File: src/rtl/gray_seq_decoder.sv
// gray_seq_decoder: Gray-code sample tracker with direction, step-error and relock FSM.
// Ports: clk/rst_n (async active-low), EN enable, Din Gray sample, din_valid strobe,
// clr sync clear; Dout binary value, valid result pulse, dir last step direction,
// step_err non-adjacency pulse, err_cnt saturating error count, locked (state TRACK).
module gray_seq_decoder #(
  parameter int RELOCK = 2
) (
  input  logic       clk,
  input  logic       rst_n,
  input  logic       EN,
  input  logic [3:0] Din,
  input  logic       din_valid,
  input  logic       clr,
  output logic [3:0] Dout,
  output logic       valid,
  output logic       dir,
  output logic       step_err,
  output logic [3:0] err_cnt,
  output logic       locked
);
  typedef enum logic [1:0] {IDLE, TRACK, FAULT} state_t;
  state_t     state_q, state_d;
  logic [3:0] prev_q, prev_d, dout_q, dout_d, err_cnt_q, err_cnt_d;
  logic [2:0] relock_q, relock_d;
  logic       valid_q, valid_d, dir_q, dir_d, step_err_q, step_err_d;
  logic [3:0] bin, diff;
  logic       acc, adj, jump, up;
  always_ff @(posedge clk or negedge rst_n) begin
    if (!rst_n) begin
      state_q    <= IDLE;
      prev_q     <= 4'd0;
      relock_q   <= 3'd0;
      dout_q     <= 4'd0;
      valid_q    <= 1'b0;
      dir_q      <= 1'b0;
      step_err_q <= 1'b0;
      err_cnt_q  <= 4'd0;
    end else begin
      state_q    <= state_d;
      prev_q     <= prev_d;
      relock_q   <= relock_d;
      dout_q     <= dout_d;
      valid_q    <= valid_d;
      dir_q      <= dir_d;
      step_err_q <= step_err_d;
      err_cnt_q  <= err_cnt_d;
    end
  end
  always_comb begin
    bin  = {Din[3], ^Din[3:2], ^Din[3:1], ^Din};
    diff = Din ^ prev_q;
    adj  = $onehot(diff);
    jump = (diff != 4'd0) && !adj;
    // Dout always holds the binary of the previous accepted sample, so it serves as the reference
    up   = bin == 4'(dout_q + 4'd1);
    acc  = EN && din_valid && !clr;
    state_d    = state_q;
    prev_d     = prev_q;
    relock_d   = relock_q;
    dout_d     = dout_q;
    valid_d    = 1'b0;
    dir_d      = dir_q;
    step_err_d = 1'b0;
    err_cnt_d  = err_cnt_q;
    if (clr) begin
      state_d   = IDLE;
      err_cnt_d = 4'd0;
      relock_d  = 3'd0;
    end else if (acc) begin
      dout_d  = bin;
      prev_d  = Din;
      valid_d = 1'b1;
      if (state_q == IDLE) begin
        state_d = TRACK;
      end else if (adj) begin
        dir_d = up;
        if (state_q == FAULT) begin
          relock_d = (int'(relock_q) + 1 >= RELOCK) ? 3'd0 : relock_q + 3'd1;
          state_d  = (int'(relock_q) + 1 >= RELOCK) ? TRACK : FAULT;
        end
      end else if (jump) begin
        step_err_d = 1'b1;
        err_cnt_d  = (err_cnt_q == 4'd15) ? 4'd15 : err_cnt_q + 4'd1;
        relock_d   = 3'd0;
        state_d    = FAULT;
      end
    end
  end
  always_comb begin
    Dout     = dout_q;
    valid    = valid_q;
    dir      = dir_q;
    step_err = step_err_q;
    err_cnt  = err_cnt_q;
    locked   = state_q == TRACK;
  end
endmodule

File: config.mk
export PLATFORM = sky130hd
export DESIGN_NAME = gray_seq_decoder
export DESIGN_NICKNAME = d
export VERILOG_FILES = /design/src/rtl/gray_seq_decoder.sv
export SDC_FILE = /design/constraint.sdc
export NUM_CORES = 1
export LEC_CHECK = 0
export ABC_AREA = 1
export CAP_MARGIN = 20
export CELL_PAD_IN_SITES_DETAIL_PLACEMENT = 0
export CELL_PAD_IN_SITES_GLOBAL_PLACEMENT = 1
export CORE_ASPECT_RATIO = 1.25
export CORE_MARGIN = 1.5
export CORE_UTILIZATION = 34
export CTS_CLUSTER_DIAMETER = 40
export DETAILED_ROUTE_END_ITERATION = 10
export GPL_TIMING_DRIVEN = 0
export PLACE_DENSITY_LB_ADDON = 0.1
export SLEW_MARGIN = 5
export SYNTH_ARGS = -nofsm -noshare
export SYNTH_HDL_FRONTEND = slang
export SYNTH_SLANG_ARGS = --single-unit
export TNS_END_PERCENT = 5
File: constraint.sdc
create_clock -name clk -period 2.5 [get_ports clk]
set_input_delay 0.75 -clock clk [delete_from_list [all_inputs] [get_ports clk]]
set_output_delay 0.75 -clock clk [all_outputs]
set_load 0.02 [all_outputs]
Yosys cells after proc, flatten, opt, wreduce, memory -nomap -nowiden
Cells that the tools add are included.
{ "totals": {"register_bits": 20, "inputBits": 9, "out_inout_bits": 12} }
{ "classes": {"muxes": 27, "bitwise_logic": 3, "n_eq_ne": 9, "add_sub_neg": 7, "reduce_logical": 19, "order_cmp": 1} }
{ "op_table": {"columns": ["cell", "count"], "rows": [
  ["two-way mux 4 bit", 6],
  ["two-way mux 3 bit", 7],
  ["two-way mux 2 bit", 7],
  ["AND reduction 4 bit", 3],
  ["adder 4 x 1 -> 4 bit, second input constant", 2],
  ["nonzero test 4 bit", 2],
  ["two-way mux 1 bit", 7],
  ["adder 1 x 1 -> 2 bit", 2],
  ["adder 3 x 1 -> 4 bit, second input constant", 1],
  ["== test 4 bit", 1],
  ["== test 4 bit, second input constant", 1],
  [">= comparator 4 x 2 -> 1 bit, second input constant", 1],
  ["inequality test 2 bit, second input constant", 2],
  ["inequality test 4 x 2 -> 1 bit, second input constant", 1],
  ["nonzero test 2 bit", 2],
  ["parity 4 bit", 1],
  ["XOR 4 bit", 1],
  ["adder 2 x 2 -> 3 bit", 1],
  ["adder 3 x 1 -> 3 bit, second input constant", 1],
  ["== test 3 x 1 -> 1 bit, second input constant", 1],
  ["logical AND 1 bit", 3],
  ["inequality test 3 x 2 -> 1 bit, second input constant", 1],
  ["AND reduction 3 bit", 1],
  ["nonzero test 3 bit", 1],
  ["8 further kinds", 10]
]} }

Logic depth before layout (Yosys ltp)
{ "logic_depth": {"depth_word": 11, "ltp_mapped": 17} }

Worst setup path before layout
OpenSTA, ideal clock, no wires.
{ "synth_path": {"path_kind": "input to register", "start": "in Din[3]", "end": "reg err_cnt_q[3] (netlist: err_cnt[3])", "setup_slack_ns": -0.218, "path_stages": 16, "arrival_time_ns": 2.601, "cell_sequence": "inv_2 > nand2_2 > nand2_4 > inv_1 > fa_1 > inv_1 > ha_1 > ha_1 > inv_1 > nand2_1 > nor2_1 > nor2_1 > o21ai_2 > nand2_2 > nand2_1 > nand2_1"} }
{ "synth_between": {"elab_chain_cells": 8, "word_cells_on_any_way": 10, "cone_classes": "add/sub (2); eq/ne (2); bitwise (1); reduce/logical (5)"} }
{ "synth_rtl": {"columns": ["item", "line", "rtl"], "rows": [
  ["start: declaration", "11", "input logic [3:0] Din,"],
  ["XOR 4 bit (*)", "51", "diff = Din ^ prev_q;"],
  ["adder 1 x 1 -> 2 bit (not written as such)", "52", "adj = $onehot(diff);"],
  ["adder 2 x 2 -> 3 bit (not written as such)", "52", null],
  ["== test 3 x 1 -> 1 bit", "52", null],
  ["zero test 1 bit", "53", "jump = (diff != 4'd0) && !adj;"],
  ["logical AND 1 bit", "53", null],
  ["nonzero test 2 bit (no source line)", null, null],
  ["AND reduction 4 bit (no source line) (*)", null, null],
  ["end signal: assignment", "46", "err_cnt_q <= err_cnt_d;"],
  ["end: declaration", "23", "logic [3:0] prev_q, prev_d, dout_q, dout_d, err_cnt_q, err_cnt_d;"]
]} }
Mark *: on every way between the ends. The rest lies on a longest branch, timed or not.
A chain may end at the register's enable or synchronous reset.

Worst setup path after layout
{ "layout_path": {"start": "in Din[0]", "end": "reg state_q[1]"} }
{ "layout_between": {"elab_chain_cells": 8, "word_cells_on_any_way": 14, "cone_classes": "add/sub (2); eq/ne (2); mux (4); bitwise (1); reduce/logical (5)"} }
{ "layout_rtl": {"columns": ["item", "line", "rtl"], "rows": [
  ["XOR 4 bit (*)", "51", null],
  ["adder 1 x 1 -> 2 bit (not written as such)", "52", null],
  ["adder 2 x 2 -> 3 bit (not written as such)", "52", null],
  ["== test 3 x 1 -> 1 bit", "52", null],
  ["two-way mux 2 bit / zero test 1 bit (equally long branches)", "75, 53", null],
  ["two-way mux 2 bit / logical AND 1 bit (equally long branches)", "73, 53", null],
  ["two-way mux 2 bit / nonzero test 4 bit (equally long branches)", null, null],
  ["two-way mux 2 bit / AND reduction 3 bit (equally long branches)", null, null],
  ["end signal: assignment", "39", "state_q <= state_d;"],
  ["end: declaration", "22", "state_t state_q, state_d;"]
]} }
Mark *: on every way between the ends. The rest lies on a longest branch, timed or not. The select of a mux whose other input is x is not followed.

==> results_tabular.tex <==
\begin{tabular}{lr}
\hline
Metric & Value \\
\hline
\multicolumn{2}{l}{\textbf{Clock tree}} \\
CTS clk-pin slew, worst paths & 0.07 ns \\
Maximum count of clock buffers along a single path & 2 \\
Clock Root Buffer & sky130\_fd\_sc\_hd\_\_clkbuf\_8 \\
Clock tree from TritonCTS & done \\
CTS Hold Buffers Added & 0 \\
Deepest level of the CTS H-tree & 1 \\
Clock buffers created by TritonCTS & 3 \\
Clock sink count & 19 \\
Skew-Pair Late Insertion Delay & 0.26 ns \\
\multicolumn{2}{l}{\textbf{Layout}} \\
Most common cell after layout, fill and taps aside & sky130\_fd\_sc\_hd\_\_nand2\_1 \\
Most frequent cells in the layout & 55 x sky130\_fd\_sc\_hd\_\_nand2\_1, 19 x sky130\_fd\_sc\_hd\_\_dfrtp\_1, 19 x sky130\_fd\_sc\_hd\_\_inv\_1 \\
Post-layout instance area & 1760 um2 \\
Number of inserted diodes & 0 \\
Synthesis-to-layout area growth & 37.2\% \\
Nets & 222 \\
Layout cell share with drive strength beyond 1 & 22.1\% \\
Filler instances & 358 \\
\multicolumn{2}{l}{\textbf{Run}} \\
Number of max-cap violations & 0 \\
\multicolumn{2}{l}{\textbf{Route}} \\
Drt initial violations & 30 \\
Residual DRC & 0 \\
Number of routed nets with antenna violations & 0 \\
Wire length reported by the detailed router & 2830 um \\
Number of vias per cell after detailed routing & 4.80 \\
Detailed-route via count & 1167 \\
1st-pass router iterations & 6 \\
Post-DR wirelength/cell & 11.6 um \\
\multicolumn{2}{l}{\textbf{Floorplan}} \\
Standard-cell rows & 24 \\
Top-Level Pins & 21 \\
Area inside the core boundary & 3540 um2 \\
Die W & 58.0 um \\
Floorplan die area & 4160 um2 \\
Die Span Y & 71.8 um \\
Initial Utilization & 36.3\% \\
\multicolumn{2}{l}{\textbf{Global routing}} \\
Total global-route track usage & 15.3\% \\
Number of antenna violations at the first check in global routing & 0 \\
Largest net degree at the start of global routing & 20 \\
First-pass GRT wire length & 4910 um \\
Number of global-route vias before repair & 1154 \\
GRT overflow & 0 \\
\multicolumn{2}{l}{\textbf{Yosys}} \\
Share of the synthesized area in the top cell type & 37.0\% \\
Share of the yosys chip area belonging to registers & 37.0\% \\
Synthesized flop and latch total & 19 \\
Average instance area after synthesis & 7.43 um2 \\
Cell types with the largest area share after synthesis & sky130\_fd\_sc\_hd\_\_dfrtp\_1 37\%, sky130\_fd\_sc\_hd\_\_nand2\_1 17\%, sky130\_fd\_sc\_hd\_\_ha\_1 6.8\%, sky130\_fd\_sc\_hd\_\_inv\_1 6.4\%, sky130\_fd\_sc\_hd\_\_nand3\_1 4.3\% \\
Post-Syn Area & 1290 um2 \\
Total number of yosys warnings & 0 \\
Number of distinct library cells after synthesis & 27 \\
Net count after synthesis & 190 \\
Cells after synthesis & 173 \\
Cell type contributing the most total cell area after synthesis & sky130\_fd\_sc\_hd\_\_dfrtp\_1 \\
\multicolumn{2}{l}{\textbf{Timing}} \\
Time the worst path needs with I/O delays and setup & 2.50 ns \\
Final setup skew & 0.00122 ns \\
Normalized max-slew margin & 38.9\% \\
Worst-Margin Slew & 0.914 ns \\
Top achievable clock speed & 400 MHz \\
Setup ws final & -0.0000857 ns \\
Fraction of the cycle the final worst path needs & 100\% \\
Final hold vios & 0 \\
Slew Viols, Final & 0 \\
RSZ-0062 raised after global routing & true \\
Number of setup violations in the final report & 1 \\
Worst hold slack after final layout & 0.517 ns \\
\multicolumn{2}{l}{\textbf{Worst setup path}} \\
Critical Setup Path Class & input port to flop \\
CP Launch Type & input port \\
CP Launch Point & Din[0] \\
Setup slack of the most critical reg-to-reg path & 0.10 ns \\
Worst reg2reg path startpoint & prev\_q[3] \\
Element type at the critical path end & flop \\
CP Max Fanout & 4 \\
Critical Path AT & 2.70 ns \\
Data required, critical path & 2.70 ns \\
\multicolumn{2}{l}{\textbf{Pwr}} \\
Relative contribution of combinational cells to total power & 47.1\% \\
Total design power & 0.00116 W \\
Power dissipated by switching net loads & 0.000450 W \\
Sequential power share & 34.2\% \\
Internal cell power & 0.000714 W \\
Pwr Density & 660 nW/um2 \\
Switching power as a share of total power & 38.6\% \\
Largest vdd supply drop & 0.343 mV \\
Clock share of power & 18.8\% \\
Leak pwr & 0.863 nW \\
\multicolumn{2}{l}{\textbf{Placed design}} \\
Weighted congestion at the end of routability-driven global placement & 0.783 \\
Placed inst area & 1540 um2 \\
Post-Place Worst Slack & -0.974 ns \\
Number of input and output port buffers inserted & 20 \\
Half-perimeter wire length after detailed placement & 2070 um \\
\multicolumn{2}{l}{\textbf{Status}} \\
Violated checks & setup timing \\
Run status & complete, but fails checks \\
\multicolumn{2}{l}{\textbf{Min path}} \\
Launch instance of the worst min-delay path & state\_q[1] \\
Worst min-delay path category & flop to flop \\
\hline
\end{tabular}
-- routing by layer --
metal | wire [um] | part of all wire [%] | global-route usage [%] | vias to the layer above
met3 | 73 | 2.6 | 2.35 | 5
met2 | 1540 | 54 | 28.2 | 16
li1 | - | - | - | 601
met1 | 1160 | 41 | 17.0 | 545
met5 | 0 | 0 | 0 | -
met4 | 58 | 2.1 | 6.98 | 0
-- final timing paths --
path                       cells after the start    endpoint
max in group asynchronous                      1     Dout[2]
min in group asynchronous                      1  state_q[0]
min                                            2  state_q[1]
max                                           14  state_q[1]
max reg2reg                                   16  state_q[1]
min reg2reg                                    2  state_q[1]
-- cells in the mapped netlist, drive strengths merged --
cell type and number:
nand2 64, inv 26, dfrtp 19, nand3 14
nor2 11, o21ai 10, ha 7, xnor2 6
a21oi 5, nand3b 2, nand4 2, nor3 2
and2 1, buf 1, fa 1, or2 1
xor2 1
-- cell type report --
cell class / count / area, um2 / area share [%]
Clock buffer: 4 / 45.0 / 2.55
Multi-Input combinational cell: 127 / 811 / 46.0
Sequential cell: 19 / 475 / 27.0
Timing Repair Buffer: 27 / 264 / 15.0
Tap cell: 39 / 48.8 / 2.77
Inverter: 26 / 113 / 6.38
Buffer: 1 / 7.51 / 0.426
-- sequential cells by signal, summed over array words and instances, names as in the netlist --
name      cells
err_cnt       4
prev_q        4
Dout          3
relock_q      3
state_q       2
dir           1
step_err      1
valid         1
-- cell families after synthesis --
logic type               count (synthesis)  share of synthesized area [%]
XOR/XNOR                                 7                           4.77
adder cells (fa/ha/maj)                  8                           8.37
AND/OR/NAND/NOR                         97                           35.3
flip-flops                              19                           37.0
AO/OA/AOI/OAI                           15                           6.42
buffers and inverters                   27                           8.17
-- worst max-delay path: stages --
cell                      delay, ns
sky130_fd_sc_hd__buf_6         0.11
sky130_fd_sc_hd__xnor2_4       0.12
sky130_fd_sc_hd__fa_1          0.56
sky130_fd_sc_hd__inv_2         0.05
sky130_fd_sc_hd__ha_4          0.15
sky130_fd_sc_hd__ha_4          0.24
sky130_fd_sc_hd__inv_4         0.06
sky130_fd_sc_hd__nand2_4       0.04
sky130_fd_sc_hd__nor2_4        0.14
sky130_fd_sc_hd__nand3_2       0.12
sky130_fd_sc_hd__buf_4         0.16
sky130_fd_sc_hd__nand3_1       0.09
sky130_fd_sc_hd__nand2_1       0.05
sky130_fd_sc_hd__nand2_1       0.06
-- what timing repair did --
action / in CTS / in global routing
setup endpoints to repair: 11 / 10
pin swaps: 11 / 1
gates resized for setup: 36 / 10
setup buffers: 6 / 1
-- power by group through the flow --
stage | logic (W) | registers [W] | clock network (W)
after floorplan | 0.000273 | 0.000411 | 0
after global placement | 0.000410 | 0.000392 | 0
after detailed placement | 0.000419 | 0.000395 | 0
after CTS | 0.000500 | 0.000396 | 0.000231
after global routing | 0.000611 | 0.000405 | 0.000239
final | 0.000548 | 0.000397 | 0.000219
-- per-stage QoR --
step | util, % | std cells | TNS [ns]
3_3_place_gp | 43.4 | 232 | -9.17
4_1_cts | 48.4 | 242 | -0.00843
6_report | 49.8 | 243 | -0.0000857
3_5_place_dp | 43.4 | 232 | -9.69
5_1_grt | 49.8 | 243 | -0.544
2_1_floorplan | - | 173 | -1.12
No activity file was read; power rests on OpenSTA's default activity.
